File: src/rtl/alu_op_pkg.sv
// Operation codes, FSM state type and width default shared by the ALU execute unit.
package alu_op_pkg;

  localparam int ALU_DATA_WIDTH = 32;

  // Codes exactly as driven by the ALU control decoder
  localparam logic [3:0] OP_ADD  = 4'b0000;
  localparam logic [3:0] OP_SUB  = 4'b0001;
  localparam logic [3:0] OP_XOR  = 4'b0010;
  localparam logic [3:0] OP_OR   = 4'b0011;
  localparam logic [3:0] OP_AND  = 4'b0100;
  localparam logic [3:0] OP_SLL  = 4'b0101;
  localparam logic [3:0] OP_DEF  = 4'b0110;
  localparam logic [3:0] OP_SRL  = 4'b0111;
  localparam logic [3:0] OP_ORI  = 4'b1000;
  localparam logic [3:0] OP_LUI  = 4'b1001;
  localparam logic [3:0] OP_JALR = 4'b1010;
  localparam logic [3:0] OP_BEQ  = 4'b1011;
  localparam logic [3:0] OP_SW   = 4'b1100;
  localparam logic [3:0] OP_LW   = 4'b1101;
  localparam logic [3:0] OP_BNE  = 4'b1110;
  localparam logic [3:0] OP_BLT  = 4'b1111;

  typedef enum logic [1:0] {
    ST_IDLE  = 2'd0,
    ST_SHIFT = 2'd1,
    ST_DONE  = 2'd2
  } alu_state_t;

  function automatic logic f_is_shift(input logic [3:0] op);
    return (op == OP_SLL) || (op == OP_SRL);
  endfunction

endpackage

File: src/rtl/alu_shift_unit.sv
// Shifter for SLL/SRL: one bit per cycle by default, combinational barrel shifter
// when ALU_BARREL_SHIFT_EN is defined. o_done marks the cycle o_result is final.
module alu_shift_unit
  import alu_op_pkg::*;
#(
  parameter int DATA_WIDTH = ALU_DATA_WIDTH,
  parameter int SHW        = $clog2(DATA_WIDTH)
) (
  input  logic                  clk_i,
  input  logic                  reset_i,
  input  logic                  i_start,
  input  logic                  i_left,
  input  logic [DATA_WIDTH-1:0] i_a,
  input  logic [SHW-1:0]        i_amt,
  output logic                  o_done,
  output logic [DATA_WIDTH-1:0] o_result
);

`ifdef ALU_BARREL_SHIFT_EN

  logic w_unused;
  assign w_unused = ^{clk_i, reset_i};

  assign o_done   = i_start;
  assign o_result = i_left ? (i_a << i_amt) : (i_a >> i_amt);

`else

  logic                  r_busy;
  logic [SHW-1:0]        r_cnt;
  logic                  r_left;
  logic [DATA_WIDTH-1:0] r_work;
  logic [DATA_WIDTH-1:0] w_step;

  assign w_step = r_left ? {r_work[DATA_WIDTH-2:0], 1'b0} : {1'b0, r_work[DATA_WIDTH-1:1]};

  // A zero count finishes in the start cycle with the operand passed through
  assign o_done   = (i_start && (i_amt == '0)) || (r_busy && (r_cnt == SHW'(1)));
  assign o_result = r_busy ? w_step : i_a;

  always_ff @(posedge clk_i) begin
    if (reset_i) begin
      r_busy <= 1'b0;
      r_cnt  <= '0;
    end else if (i_start && (i_amt != '0)) begin
      r_busy <= 1'b1;
      r_cnt  <= i_amt;
    end else if (r_busy) begin
      r_cnt <= r_cnt - SHW'(1);
      if (r_cnt == SHW'(1)) r_busy <= 1'b0;
    end
  end

  always_ff @(posedge clk_i) begin
    if (i_start) begin
      r_work <= i_a;
      r_left <= i_left;
    end else if (r_busy) begin
      r_work <= w_step;
    end
  end

`endif

endmodule

File: src/rtl/alu_exec_unit.sv
// Execute-stage ALU with valid/ready handshakes; shifts are iterative unless
// ALU_BARREL_SHIFT_EN is defined, in which case every op completes in one cycle.
module alu_exec_unit
  import alu_op_pkg::*;
#(
  parameter int DATA_WIDTH = ALU_DATA_WIDTH
) (
  input  logic                  clk_i,
  input  logic                  reset_i,
  input  logic                  in_valid_i,
  output logic                  in_ready_o,
  input  logic [3:0]            alu_operation_i,
  input  logic [DATA_WIDTH-1:0] a_i,
  input  logic [DATA_WIDTH-1:0] b_i,
  output logic                  out_valid_o,
  input  logic                  out_ready_i,
  output logic [DATA_WIDTH-1:0] result_o,
  output logic                  zero_o,
  output logic                  illegal_o
);

  localparam int SHW = $clog2(DATA_WIDTH);

  alu_state_t            r_state;
  logic [DATA_WIDTH-1:0] r_result;
  logic                  r_zero;
  logic                  r_illegal;

  logic                  w_accept;
  logic                  w_is_shift;
  logic                  w_sh_start;
  logic                  w_sh_done;
  logic [DATA_WIDTH-1:0] w_sh_result;

  logic [DATA_WIDTH-1:0] w_sum;
  logic [DATA_WIDTH-1:0] w_diff;
  logic signed [DATA_WIDTH-1:0] w_a_s;
  logic signed [DATA_WIDTH-1:0] w_b_s;
  logic [DATA_WIDTH-1:0] w_res;
  logic                  w_branch;
  logic                  w_taken;
  logic                  w_illegal;
  logic                  w_zero;

  assign in_ready_o  = (r_state == ST_IDLE);
  assign out_valid_o = (r_state == ST_DONE);
  assign result_o    = r_result;
  assign zero_o      = r_zero;
  assign illegal_o   = r_illegal;

  assign w_accept   = in_valid_i && (r_state == ST_IDLE);
  assign w_is_shift = f_is_shift(alu_operation_i);
  assign w_sh_start = w_accept && w_is_shift;

  alu_shift_unit #(
    .DATA_WIDTH (DATA_WIDTH),
    .SHW        (SHW)
  ) u_shift (
    .clk_i    (clk_i),
    .reset_i  (reset_i),
    .i_start  (w_sh_start),
    .i_left   (alu_operation_i == OP_SLL),
    .i_a      (a_i),
    .i_amt    (b_i[SHW-1:0]),
    .o_done   (w_sh_done),
    .o_result (w_sh_result)
  );

  assign w_sum  = a_i + b_i;
  assign w_diff = a_i - b_i;
  assign w_a_s  = a_i;
  assign w_b_s  = b_i;

  always_comb begin
    w_res     = '0;
    w_branch  = 1'b0;
    w_taken   = 1'b0;
    w_illegal = 1'b0;
    case (alu_operation_i)
      OP_ADD, OP_SW, OP_LW: w_res = w_sum;
      OP_SUB:               w_res = w_diff;
      OP_XOR:               w_res = a_i ^ b_i;
      OP_OR, OP_ORI:        w_res = a_i | b_i;
      OP_AND:               w_res = a_i & b_i;
      OP_SLL, OP_SRL:       w_res = w_sh_result;
      OP_LUI:               w_res = b_i;
      OP_JALR:              w_res = {w_sum[DATA_WIDTH-1:1], 1'b0};
      OP_BEQ: begin
        w_res    = w_diff;
        w_branch = 1'b1;
        w_taken  = (a_i == b_i);
      end
      OP_BNE: begin
        w_res    = w_diff;
        w_branch = 1'b1;
        w_taken  = (a_i != b_i);
      end
      OP_BLT: begin
        w_res    = w_diff;
        w_branch = 1'b1;
        w_taken  = (w_a_s < w_b_s);
      end
      default: w_illegal = 1'b1;
    endcase
  end

  assign w_zero = w_illegal ? 1'b0 : (w_branch ? w_taken : (w_res == '0));

  // Outputs are only written on entry to DONE, so they hold through SHIFT and DONE
  always_ff @(posedge clk_i) begin
    if (reset_i) begin
      r_state   <= ST_IDLE;
      r_result  <= '0;
      r_zero    <= 1'b0;
      r_illegal <= 1'b0;
    end else begin
      case (r_state)
        ST_IDLE: begin
          if (in_valid_i) begin
            if (w_is_shift && !w_sh_done) begin
              r_state <= ST_SHIFT;
            end else begin
              r_state   <= ST_DONE;
              r_result  <= w_res;
              r_zero    <= w_zero;
              r_illegal <= w_illegal;
            end
          end
        end
`ifndef ALU_BARREL_SHIFT_EN
        ST_SHIFT: begin
          if (w_sh_done) begin
            r_state   <= ST_DONE;
            r_result  <= w_sh_result;
            r_zero    <= (w_sh_result == '0);
            r_illegal <= 1'b0;
          end
        end
`endif
        ST_DONE: begin
          if (out_ready_i) r_state <= ST_IDLE;
        end
        default: r_state <= ST_IDLE;
      endcase
    end
  end

endmodule

File: config.mk
export PLATFORM = sky130hd
export DESIGN_NAME = alu_exec_unit
export DESIGN_NICKNAME = d
export VERILOG_FILES = /design/src/rtl/alu_op_pkg.sv /design/src/rtl/alu_shift_unit.sv /design/src/rtl/alu_exec_unit.sv
export SDC_FILE = /design/constraint.sdc
export NUM_CORES = 1
export LEC_CHECK = 0
export ABC_AREA = 1
export CAP_MARGIN = 5
export CELL_PAD_IN_SITES_DETAIL_PLACEMENT = 0
export CELL_PAD_IN_SITES_GLOBAL_PLACEMENT = 2
export CORE_MARGIN = 1
export CORE_UTILIZATION = 30
export CTS_BUF_LIST = sky130_fd_sc_hd__clkbuf_16
export CTS_CLUSTER_DIAMETER = 60
export CTS_CLUSTER_SIZE = 30
export DETAILED_ROUTE_END_ITERATION = 12
export GPL_ROUTABILITY_DRIVEN = 0
export PLACE_DENSITY = 0.92
export RECOVER_POWER = 100
export SYNTH_ARGS = -nofsm -noshare
export SYNTH_HDL_FRONTEND = slang
export SYNTH_SLANG_ARGS = --single-unit
export TNS_END_PERCENT = 50
File: constraint.sdc
create_clock -name clk_i -period 2.9 [get_ports clk_i]
set_input_delay 0.58 -clock clk_i [delete_from_list [all_inputs] [get_ports clk_i]]
set_output_delay 0.58 -clock clk_i [all_outputs]
set_load 0.02 [all_outputs]
Word level (Yosys, flattened, before mapping)
Index checks and enable logic that the tools add are counted.

storage, ports and cells
  input bits = 72
  register bits = 75
  RAM bits = 0
  output and inout port bits = 36
  latch bits = 0
  bits in read-only memories = 0
  memories = 0

cells by class
  muxes and demuxes = 32
  $lt $le $gt $ge = 1
  div/mod/pow operators = 0
  bitwise gates (word level) = 3
  reduce and logical (&&, ||, !) cells = 26
  $mul = 0
  $add $sub $neg = 3
  shift-type cells = 0
  equality and inequality tests = 23

operators with widths
  kind                  count
  $pmux W32 S8          1
  $mux W32              7
  $logic_not A32 Y1     2
  $pmux W32 S2          1
  $add A32 B32 Y32      1
  $and A32 B32 Y32      1
  $eq A32 B32 Y1        1
  $eq A4 B4 Y1 const B  8
  $lt A32 B32 Y1        1
  $ne A32 B32 Y1        1
  $or A32 B32 Y32       1
  $sub A32 B32 Y32      1
  $xor A32 B32 Y32      1
  $reduce_or A15 Y1     1
  $mux W1               13
  $eq A4 B3 Y1 const B  3
  $mux W5               2
  $eq A4 B2 Y1 const B  2
  $mux W2               4
  $logic_and A1 B1 Y1   6
  $ne A2 B2 Y1 const B  3
  $pmux W2 S3           1
  $reduce_bool A2 Y1    3
  $reduce_or A3 Y1      2
  18 further kinds      21

Depth between registers and ports, before layout
Gate-level depths: netlist (run 1).

  word-level depth = 10
  gate-level depth with buffers = 22
  gate-level depth less buffers = 22

By module
A second synthesis (run 1) with hierarchy kept.

second synthesis, totals
  cell total of the unflattened synthesis = 1,908
  area total of the unflattened synthesis = 11,071.9 um2

by module, submodules not included
  module          seq. area each (um2)  area an instance (um2)  times used  cells an instance
  alu_exec_unit   720.7                 8,658.3                 1           1,622
  alu_shift_unit  1,111.1               2,413.6                 1           286

Worst setup path before layout (run 1)
Ideal clock, no wire load.

  path type = input-to-reg
  start = in a_i[18]
  end = reg r_zero, in the netlist zero_o
  path slack = 0.315 ns
  cell stages on the path = 19
  required time = 2.830 ns
  setup time = 0.070 ns
  data arrival time = 2.515 ns
  path buffers = 1
  cell sequence = inv_1 -> ha_1 -> clkbuf_1 -> nor2_1 -> nand2_1 -> nor3_1 -> and2_1 -> nand2_1 -> nand2_1 -> nand2_1 -> nand3_1 -> nand3_1 -> nor2_1 -> nand2_1 -> nor2_1 -> nand3_1 -> nand2_1 -> nand2_1 -> a21oi_1

on the way
  word-level cells in the longest chain between the ends = 8
  elaborated cells between the ends (all ways) = 19

RTL lines
  element                                   line                  source
  start: declaration                        alu_exec_unit.sv:13   input logic [DATA_WIDTH-1:0] a_i,
  $sub A32 B32 Y32 (tied with other cells)  alu_exec_unit.sv:70   assign w_diff = a_i - b_i;
  $pmux W32 S8                              alu_exec_unit.sv:79   case (alu_operation_i)
  $logic_not A32 Y1                         alu_exec_unit.sv:107  assign w_zero = w_illegal ? 1'b0 : (w_branch ? w_taken : (w_res == '0));
  $mux W1 (2 in series)                     alu_exec_unit.sv:107
  $mux W1                                   alu_exec_unit.sv:120  if (w_is_shift && !w_sh_done) begin
  $mux W1                                   alu_exec_unit.sv:119  if (in_valid_i) begin
  $pmux W1 S2 (*)                           alu_exec_unit.sv:117  case (r_state)
  end signal: assignment                    alu_exec_unit.sv:125  r_zero <= w_zero;
  end signal: assignment                    alu_exec_unit.sv:135  r_zero <= (w_sh_result == '0);
  end: declaration                          alu_exec_unit.sv:26   logic r_zero;

Every way passes the cells marked *; elsewhere a longest branch is shown, timed or not. The select of a mux whose other input is x is not followed.
A chain may end at the register's enable or synchronous reset.

Worst setup path after layout (run 1)
  start = in b_i[28]
  end = reg r_zero, in the netlist zero_o

on the way
  word-level cells in the longest chain between the ends = 8
  elaborated cells between the ends (all ways) = 16

RTL lines
  element                                   line                  source
  start: declaration                        alu_exec_unit.sv:14   input logic [DATA_WIDTH-1:0] b_i,
  $sub A32 B32 Y32 (tied with other cells)  alu_exec_unit.sv:70
  $pmux W32 S8                              alu_exec_unit.sv:79
  $logic_not A32 Y1                         alu_exec_unit.sv:107
  $mux W1 (*) (2 in series)                 alu_exec_unit.sv:107
  $mux W1 (*)                               alu_exec_unit.sv:120
  $mux W1 (*)                               alu_exec_unit.sv:119
  $pmux W1 S2 (*)                           alu_exec_unit.sv:117

Marks and branches as above.

==> results.txt, run 1 <==
----------------------------------------------------
[Die]
  Die X-Extent ... 195 microns
  Area of the core ... 0.0367 sq mm
  Die height ... 195 microns
  Placement row count ... 70
  Boundary pin count ... 108
  Initial cell density of the core ... 30.6%
  Total Die Area ... 0.0381 sq mm

[Setup path]
  Largest stage delay, worst path ... 0.50 ns
  Number of cell instances on the worst register-to-register path ... 16
  Required time at the worst-slack endpoint ... 3.20 ns
  Source of the critical timing path ... b_i[28]
  Category of the most critical setup path ... input pin to register
  Cell count along the critical path ... 20
  Reg2reg start ... u_shift.r_left
  Capturing instance or port of the critical path ... zero_o
  Setup slack on the worst flop-to-flop path ... 0.31 ns
  Most common cell type on the critical path ... sky130_fd_sc_hd__nand2_1
  Worst EP arrival ... 3.10 ns
  Largest fanout on the critical path ... 8
  Library cell contributing the largest single delay on the critical path ... sky130_fd_sc_hd__clkdlybuf4s50_1
  Kind of cell with the highest combined delay on the critical path ... simple AND/OR/NAND/NOR gates
  Critical path startpoint category ... input pin
  End of the worst register-to-register path ... zero_o
  Number of buffers and inverters on the critical path ... 3
  Kind of end point of the critical path ... register
  Critical path cell sequence ... clkdlybuf4s50_1 -> inv_2 -> ha_4 -> buf_4 -> nand2_1 -> nor2_2 -> nand2_1 -> nor2_1 -> nand2_1 -> nand2_1 -> nand2_1 -> nand3_1 -> nand3_1 -> nor2_1 -> nand2_1 -> nor2_2 -> nand3_2 -> nand2_1 -> nand2_1 -> a21oi_1

[Hold path]
  Kind of path behind the tightest hold check ... register to register

[Synth]
  Count of cell types in the netlist ... 42
  Syn avg cell area ... 5.43 sq um
  Most frequent cells after synthesis ... sky130_fd_sc_hd__nand2_1 (667), sky130_fd_sc_hd__inv_1 (357), sky130_fd_sc_hd__nor2_1 (214), sky130_fd_sc_hd__nand3_1 (171), sky130_fd_sc_hd__o21ai_0 (157)
  Number of instances in the synthesized netlist ... 2064
  Number of enable-type register cells in the synthesized netlist ... 33
  Part of the Yosys area used for sequential elements ... 16.3%
  Biggest area contributors in the synthesized netlist ... sky130_fd_sc_hd__nand2_1 (22%), sky130_fd_sc_hd__inv_1 (12%), sky130_fd_sc_hd__ha_1 (12%), sky130_fd_sc_hd__edfxtp_1 (8.8%), sky130_fd_sc_hd__nand3_1 (7.6%)
  Register bit count reported by yosys ... 75
  Synth warn ... 0
  Netlist Area Pre-Place ... 0.0112 sq mm
  Yosys top cell area share ... 22.3%
  Most used flip-flop cell after synthesis ... sky130_fd_sc_hd__dfxtp_1
  Cell taking the most area after synthesis ... sky130_fd_sc_hd__nand2_1
  Post-synth ARST share ... 0%
  Post-synth net total ... 2243
  Top-count cell post-synth ... sky130_fd_sc_hd__nand2_1

[STA]
  Relative slew slack ... 57.7%
  Number of setup violations in the final report ... 0
  Final clock period utilization by the worst path ... 96.6%
  Worst slew pin tran ... 0.634 ns
  Post-route clock skew ... 0.0163 ns
  Sum Neg Setup Slack ... 0 ns
  Final Max Tran Viols ... 0
  Smallest hold slack ... 0.493 ns
  Max Clk Rate ... 0.357 GHz
  Setup repair after global routing missed its margin ... yes
  Final Critical Period ... 2.80 ns
  Hold Vio Cnt, Final ... 0

[CTS]
  Number of clock buffers inserted by TritonCTS ... 9
  Count of H-tree levels built during CTS ... 3
  Hold bufs inserted after CTS ... 0
  Insertion delay to the later sink of the worst-skew pair ... 0.36 ns
  Clock transition time at the flip-flop clock pins of the worst setup and hold paths ... 0.07 ns
  Cell at the root of the clock tree ... sky130_fd_sc_hd__clkbuf_16
  CTS tree ... done
  Number of buffers on the longest clock path ... 2
  Count of clock tree sinks ... 75

[Global route]
  Largest net degree at the start of global routing ... 58
  Overall overflow remaining after global route ... 0
  Total global-route track usage ... 28.1%
  First-pass GRT wire length ... 82300 microns
  Number of global-route vias before repair ... 14698
  Antenna violations before repair ... 0

[Power and ir drop]
  Peak supply drop ... 0.282 mV
  Overall power ... 5.78 mW
  LEAKAGE ... 9.46 nW
  Power density of the placed cells ... 324 mW/mm^2

[Cells and area]
  Net count reported at finish ... 2745
  Summed area of non-filler cells in the final layout ... 0.0179 sq mm
  Share of layout cells above drive strength 1 ... 31.1%
  Synth-to-Final Area Change ... 59.2%
  Post-Route Utilization ... 48.6%

[Route]
  Drt via density ... 5.05
  Starting DRT DRC Count ... 1373
  Residual antenna-violating net count after detailed routing ... 0
  Number of detailed-route iterations in the first pass ... 6
  DRC errors left ... 0
  Via Count ... 15363
  Post-detailed-route wirelength per cell ... 18.0 microns
  DRT Wirelength ... 54600 microns

[Place]
  Post-placement cell area ... 0.0160 sq mm
  Count of buffers inserted at the top-level ports ... 107
  HPWL after detailed placement ... 45000 microns

[Status]
  Result of the run ... finished clean

[Job]
  Max-cap viol count ... 0

----------------------------------------------------
worst min path at each step:
stage,from,endpoint,depth (start not counted)
after floorplan,u_shift.r_cnt[2],u_shift.r_cnt[2],2
after global placement,result_o[30],result_o[30],2
after detailed placement,result_o[28],result_o[28],2
after CTS,illegal_o,illegal_o,2
after global routing,illegal_o,illegal_o,2
final,result_o[31],result_o[31],2
layout by cell type, fill, tap and decap left out, drive strengths merged, types with 2 or more instances in the layout:
cell / count
nor3: 19
o21ai: 159
nand2: 668
nor2: 216
xor2: 5
o21bai: 6
fa: 2
a211oi: 5
clkinv: 2
a21oi: 82
or2: 8
clkinvlp: 2
nand4: 31
o211ai: 7
clkdlybuf4s50: 14
a31oi: 4
clkbuf: 19
inv: 365
nand3: 172
nor4: 20
dlymetal6s2s: 24
and2: 2
dlygate4sd2: 31
buf: 458
dfxtp: 42
dlygate4sd3: 36
o22ai: 25
edfxtp: 33
ha: 105
and3: 3
flip-flops by register name, indices dropped and copies added (netlist names):
register / count
illegal_o: 1
r_state: 2
result_o: 32
u_shift.r_busy: 1
u_shift.r_cnt: 5
u_shift.r_left: 1
u_shift.r_work: 32
zero_o: 1
power breakdown:
| group | internal [mW] | switching, mW | leakage [nW] |
|---|---|---|---|
| combinational | 1.47 | 1.91 | 8.67 |
| clock | 0.631 | 0.504 | 0.142 |
| sequential | 1.21 | 0.0583 | 0.648 |
metal layers:
metal  global-route usage (%)  vias up  part of all wire (%)  routed length [microns]
met2                     47.5      609                    46                    25100
li1                         -     7523                     -                        -
met5                        0        -                     0                        0
met4                     10.4        0                   4.1                     2210
met3                     3.45      125                   6.8                     3740
met1                     36.4     7106                    43                    23600
timing repair:
item	CTS	global route
cloned	0	0
resized for setup	271	178
buffers inserted	13	14
endpoints found under the hold margin	0	0
pin swaps	35	62
endpoints found under the setup margin	21	18
worst min-delay path: cells and delay by family (launching register included):
family             cells  cell delay (ns)
AOI/OAI and AO/OA      1             0.05
and+or+nand+nor        1             0.07
DFF                    1             0.33
per-stage QoR:
| step | setup WS [ns] | std cells |
|---|---|---|
| global placement | -0.819 | 2996 |
| floorplan | 0.315 | 2064 |
| global route | -0.0608 | 3039 |
| detailed placement | -0.771 | 2996 |
| CTS | 0.00204 | 3025 |
| finish | 0.0995 | 3040 |
logic make-up (layout without fill, tap and decap cells):
| logic type | Yosys count | in the layout | share of synthesized area [%] |
|---|---|---|---|
| other | 0 | 1 | 0 |
| flip-flops | 75 | 75 | 16.3 |
| XOR/XNOR | 6 | 6 | 0.469 |
| adder cells (fa/ha/maj) | 107 | 107 | 12.1 |
| AO/OA/AOI/OAI | 292 | 292 | 13.9 |
| buffers and inverters | 444 | 951 | 15.2 |
| AND/OR/NAND/NOR | 1140 | 1140 | 42.0 |
layout make-up:
| cell class | count | area [sq um] |
|---|---|---|
| Clock buffer | 10 | 250 |
| Inverter | 363 | 1360 |
| Timing Repair Buffer | 572 | 4800 |
| Multi-Input combinational cell | 1545 | 8980 |
| Antenna cell | 1 | 2.50 |
| Tap cell | 468 | 586 |
| Fill cell | 3820 | 18800 |
| Clock inverter | 6 | 38.8 |
| Sequential cell | 75 | 1830 |
Note: power is estimated with default switching activity, not from simulation.
==> inputs of run 2 (changes only) <==
--- a/config.mk
+++ b/config.mk
@@ -18,6 +18,7 @@
 export GPL_ROUTABILITY_DRIVEN = 0
 export PLACE_DENSITY = 0.92
 export RECOVER_POWER = 100
+export REMOVE_ABC_BUFFERS = 1
 export SYNTH_ARGS = -nofsm -noshare
 export SYNTH_HDL_FRONTEND = slang
 export SYNTH_SLANG_ARGS = --single-unit
==> results.txt, run 2 (same netlist as run 1, synthesis figures left out) <==
----------------------------------------------------
[Cells and area]
  Net count reported at finish ... 2741 (-0.15%)
  Antenna diode count ... 0 (-1)
  Share of layout cells above drive strength 1 ... 30.9% (-0.22 points)
  Area taken by multi-input logic gates ... 0.00897 sq mm (-0.15%)
  Sequential cell area in the final layout ... 0.00183 sq mm (unchanged)
  Synth-to-Final Area Change ... 59.3% (about the same)
  Leading cell type in the layout, fill and taps excluded ... sky130_fd_sc_hd__nand2_1
  Commonest cells after routing, fill and taps aside ... sky130_fd_sc_hd__nand2_1 (595), sky130_fd_sc_hd__buf_4 (430), sky130_fd_sc_hd__inv_1 (300)
  Fill cell total of the finished layout ... 3855 (+0.92%)

[STA]
  Relative slew slack ... 57.0% (-0.68 points)
  Final Max Tran Viols ... 0 (unchanged)
  Sum Neg Setup Slack ... 0 ns (unchanged)
  Smallest hold slack ... 0.468 ns (-0.0244 ns)
  Final Critical Period ... 2.81 ns (+0.00689 ns)
  Max Clk Rate ... 0.356 GHz (-0.25%)
  Hold Vio Cnt, Final ... 0 (unchanged)
  Number of setup violations in the final report ... 0 (unchanged)
  Worst slew pin tran ... 0.645 ns (+0.0109 ns)
  Post-route clock skew ... 0.0151 ns (-0.00123 ns)
  Final clock period utilization by the worst path ... 96.8% (+0.24 points)

[Setup path]
  Number of cell instances on the worst register-to-register path ... 11 (-5)
  Library cell contributing the largest single delay on the critical path ... sky130_fd_sc_hd__fa_2
  Number of buffers and inverters on the critical path ... 4 (+1)
  Critical path startpoint category ... input pin
  Required time at the worst-slack endpoint ... 3.22 ns (+0.02 ns)
  Cell count along the critical path ... 22 (+10%)
  Largest stage delay, worst path ... 0.34 ns (-0.16 ns)
  Kind of cell with the highest combined delay on the critical path ... simple AND/OR/NAND/NOR gates
  Category of the most critical setup path ... input pin to register
  Largest fanout on the critical path ... 3 (-5)
  Critical path cell sequence ... dlygate4sd2_1 -> inv_1 -> buf_4 -> fa_2 -> nand2_2 -> nand2_2 -> nand3_1 -> nand2_2 -> buf_4 -> nand2_1 -> nand2_2 -> nand2_2 -> nand3_1 -> nand3_1 -> nand3_2 -> nor2_2 -> nand2_2 -> nor2_4 -> nand3_1 -> nand2_1 -> nand2_1 -> a21oi_2
  Worst EP arrival ... 3.13 ns (+0.03 ns)
  Most common cell type on the critical path ... sky130_fd_sc_hd__nand2_2
  Kind of end point of the critical path ... register

[CTS]
  Count of H-tree levels built during CTS ... 3 (unchanged)
  Count of clock tree sinks ... 75 (unchanged)
  Insertion delay to the later sink of the worst-skew pair ... 0.38 ns (+0.02 ns)
  Cell at the root of the clock tree ... sky130_fd_sc_hd__clkbuf_16
  Hold bufs inserted after CTS ... 0 (unchanged)
  CTS tree ... done
  Number of buffers on the longest clock path ... 2 (unchanged)
  Number of clock buffers inserted by TritonCTS ... 9 (unchanged)
  Clock transition time at the flip-flop clock pins of the worst setup and hold paths ... 0.07 ns (about the same)

[Hold path]
  Kind of path behind the tightest hold check ... register to register
  Hold path depth ... 2 (unchanged)

[Global route]
  Total global-route track usage ... 27.7% (-0.40 points)
  First-pass GRT wire length ... 80600 microns (-2.1%)
  Number of global-route vias before repair ... 14862 (+1.1%)
  Antenna violations before repair ... 0 (unchanged)
  Largest net degree at the start of global routing ... 53 (-8.6%)
  Overall overflow remaining after global route ... 0 (unchanged)

[Power and ir drop]
  Net Switching ... 2.50 mW (+1.2%)
  Fraction of power consumed by combinational cells ... 57.2% (-1.2 points)
  LEAKAGE ... 9.64 nW (+1.9%)
  Power density of the placed cells ... 325 mW/mm^2 (+0.20%)
  Share of power burned in the clock network ... 21.0% (+1.4 points)
  Peak supply drop ... 0.306 mV (+8.5%)
  Seq pwr share ... 21.7% (-0.2 points)
  Switching portion of total power ... 43.2% (+0.42 points)
  Internal cell power ... 3.29 mW (-0.50%)

[Die]
  Total Die Area ... 0.0381 sq mm (unchanged)
  Initial cell density of the core ... 30.6% (unchanged)
  Area of the core ... 0.0367 sq mm (unchanged)
  Placement row count ... 70 (unchanged)
  Die X-Extent ... 195 microns (unchanged)
  Die height ... 195 microns (unchanged)
  Boundary pin count ... 108 (unchanged)

[Route]
  Residual antenna-violating net count after detailed routing ... 0 (unchanged)
  Post-detailed-route wirelength per cell ... 17.6 microns (-2.1%)
  Starting DRT DRC Count ... 1257 (-8.4%)
  DRT Wirelength ... 53400 microns (-2.2%)
  Drt via density ... 5.01 (-0.83%)
  Number of detailed-route iterations in the first pass ... 6 (unchanged)
  DRC errors left ... 0 (unchanged)
  Via Count ... 15211 (-0.99%)

[Place]
  Count of buffers inserted at the top-level ports ... 107 (unchanged)
  HPWL after detailed placement ... 43600 microns (-3.0%)

[Status]
  Result of the run ... finished clean

[Job]
  Max-cap viol count ... 0 (unchanged)

----------------------------------------------------
-- run 2: area by class of cell --
cell class                      count  share of cell area, %
Sequential cell                    75                   10.3
Inverter                          363                   7.63
Clock inverter                      6                  0.252
Tap cell                          468                   3.28
Clock buffer                       10                   1.40
Timing Repair Buffer              568                   26.9
Multi-Input combinational cell   1545                   50.2
-- run 2: metal layers --
metal	share of wire [%]	track usage, %	up-vias
met5	0	0	-
met4	5.1	13.6	0
met3	6.2	3.70	135
met2	46	46.5	560
met1	43	34.7	7008
li1	-	-	7508
-- run 2: power groups by stage --
stage | clock network, mW | registers [mW] | logic, mW
after global placement | 0 | 1.28 | 2.93
after global routing | 1.27 | 1.27 | 3.58
final | 1.22 | 1.26 | 3.32
after detailed placement | 0 | 1.29 | 2.95
after floorplan | 0 | 1.38 | 1.24
after CTS | 1.24 | 1.27 | 3.14
-- run 2: metrics by stage --
stage / cell area [sq um] / instances / power [mW] / utilization, % / setup slack, ns
3_3_place_gp: 16100 / 2999 / 4.21 / 43.8 / -0.840
4_1_cts: 17100 / 3021 / 5.65 / 46.7 / 0.000511
5_1_grt: 17900 / 3035 / 6.12 / 48.7 / -0.00725
3_5_place_dp: 16100 / 2999 / 4.24 / 43.8 / -0.866
2_1_floorplan: 10900 / 1983 / 2.61 / - / -0.344
6_report: 17900 / 3035 / 5.80 / 48.7 / 0.0926
-- run 2: what timing repair did --
action                     in CTS  in global routing
setup endpoints to repair      19                 18
pin swaps                      37                 76
setup buffers                   6                 14
resized for setup             201                237
-- run 2: worst paths after layout --
kind                   from      endpoint  slack, ns
max                  b_i[1]        zero_o       0.09
min            result_o[28]  result_o[28]       0.47
max reg2reg  u_shift.r_left        zero_o       0.21
min reg2reg    result_o[28]  result_o[28]       0.47
-- run 2: worst min-delay path, delay by kind of cell (launching register included) --
family          cells  cell delay [ns]
flops               1             0.31
compound gates      1             0.05
simple gates        1             0.06
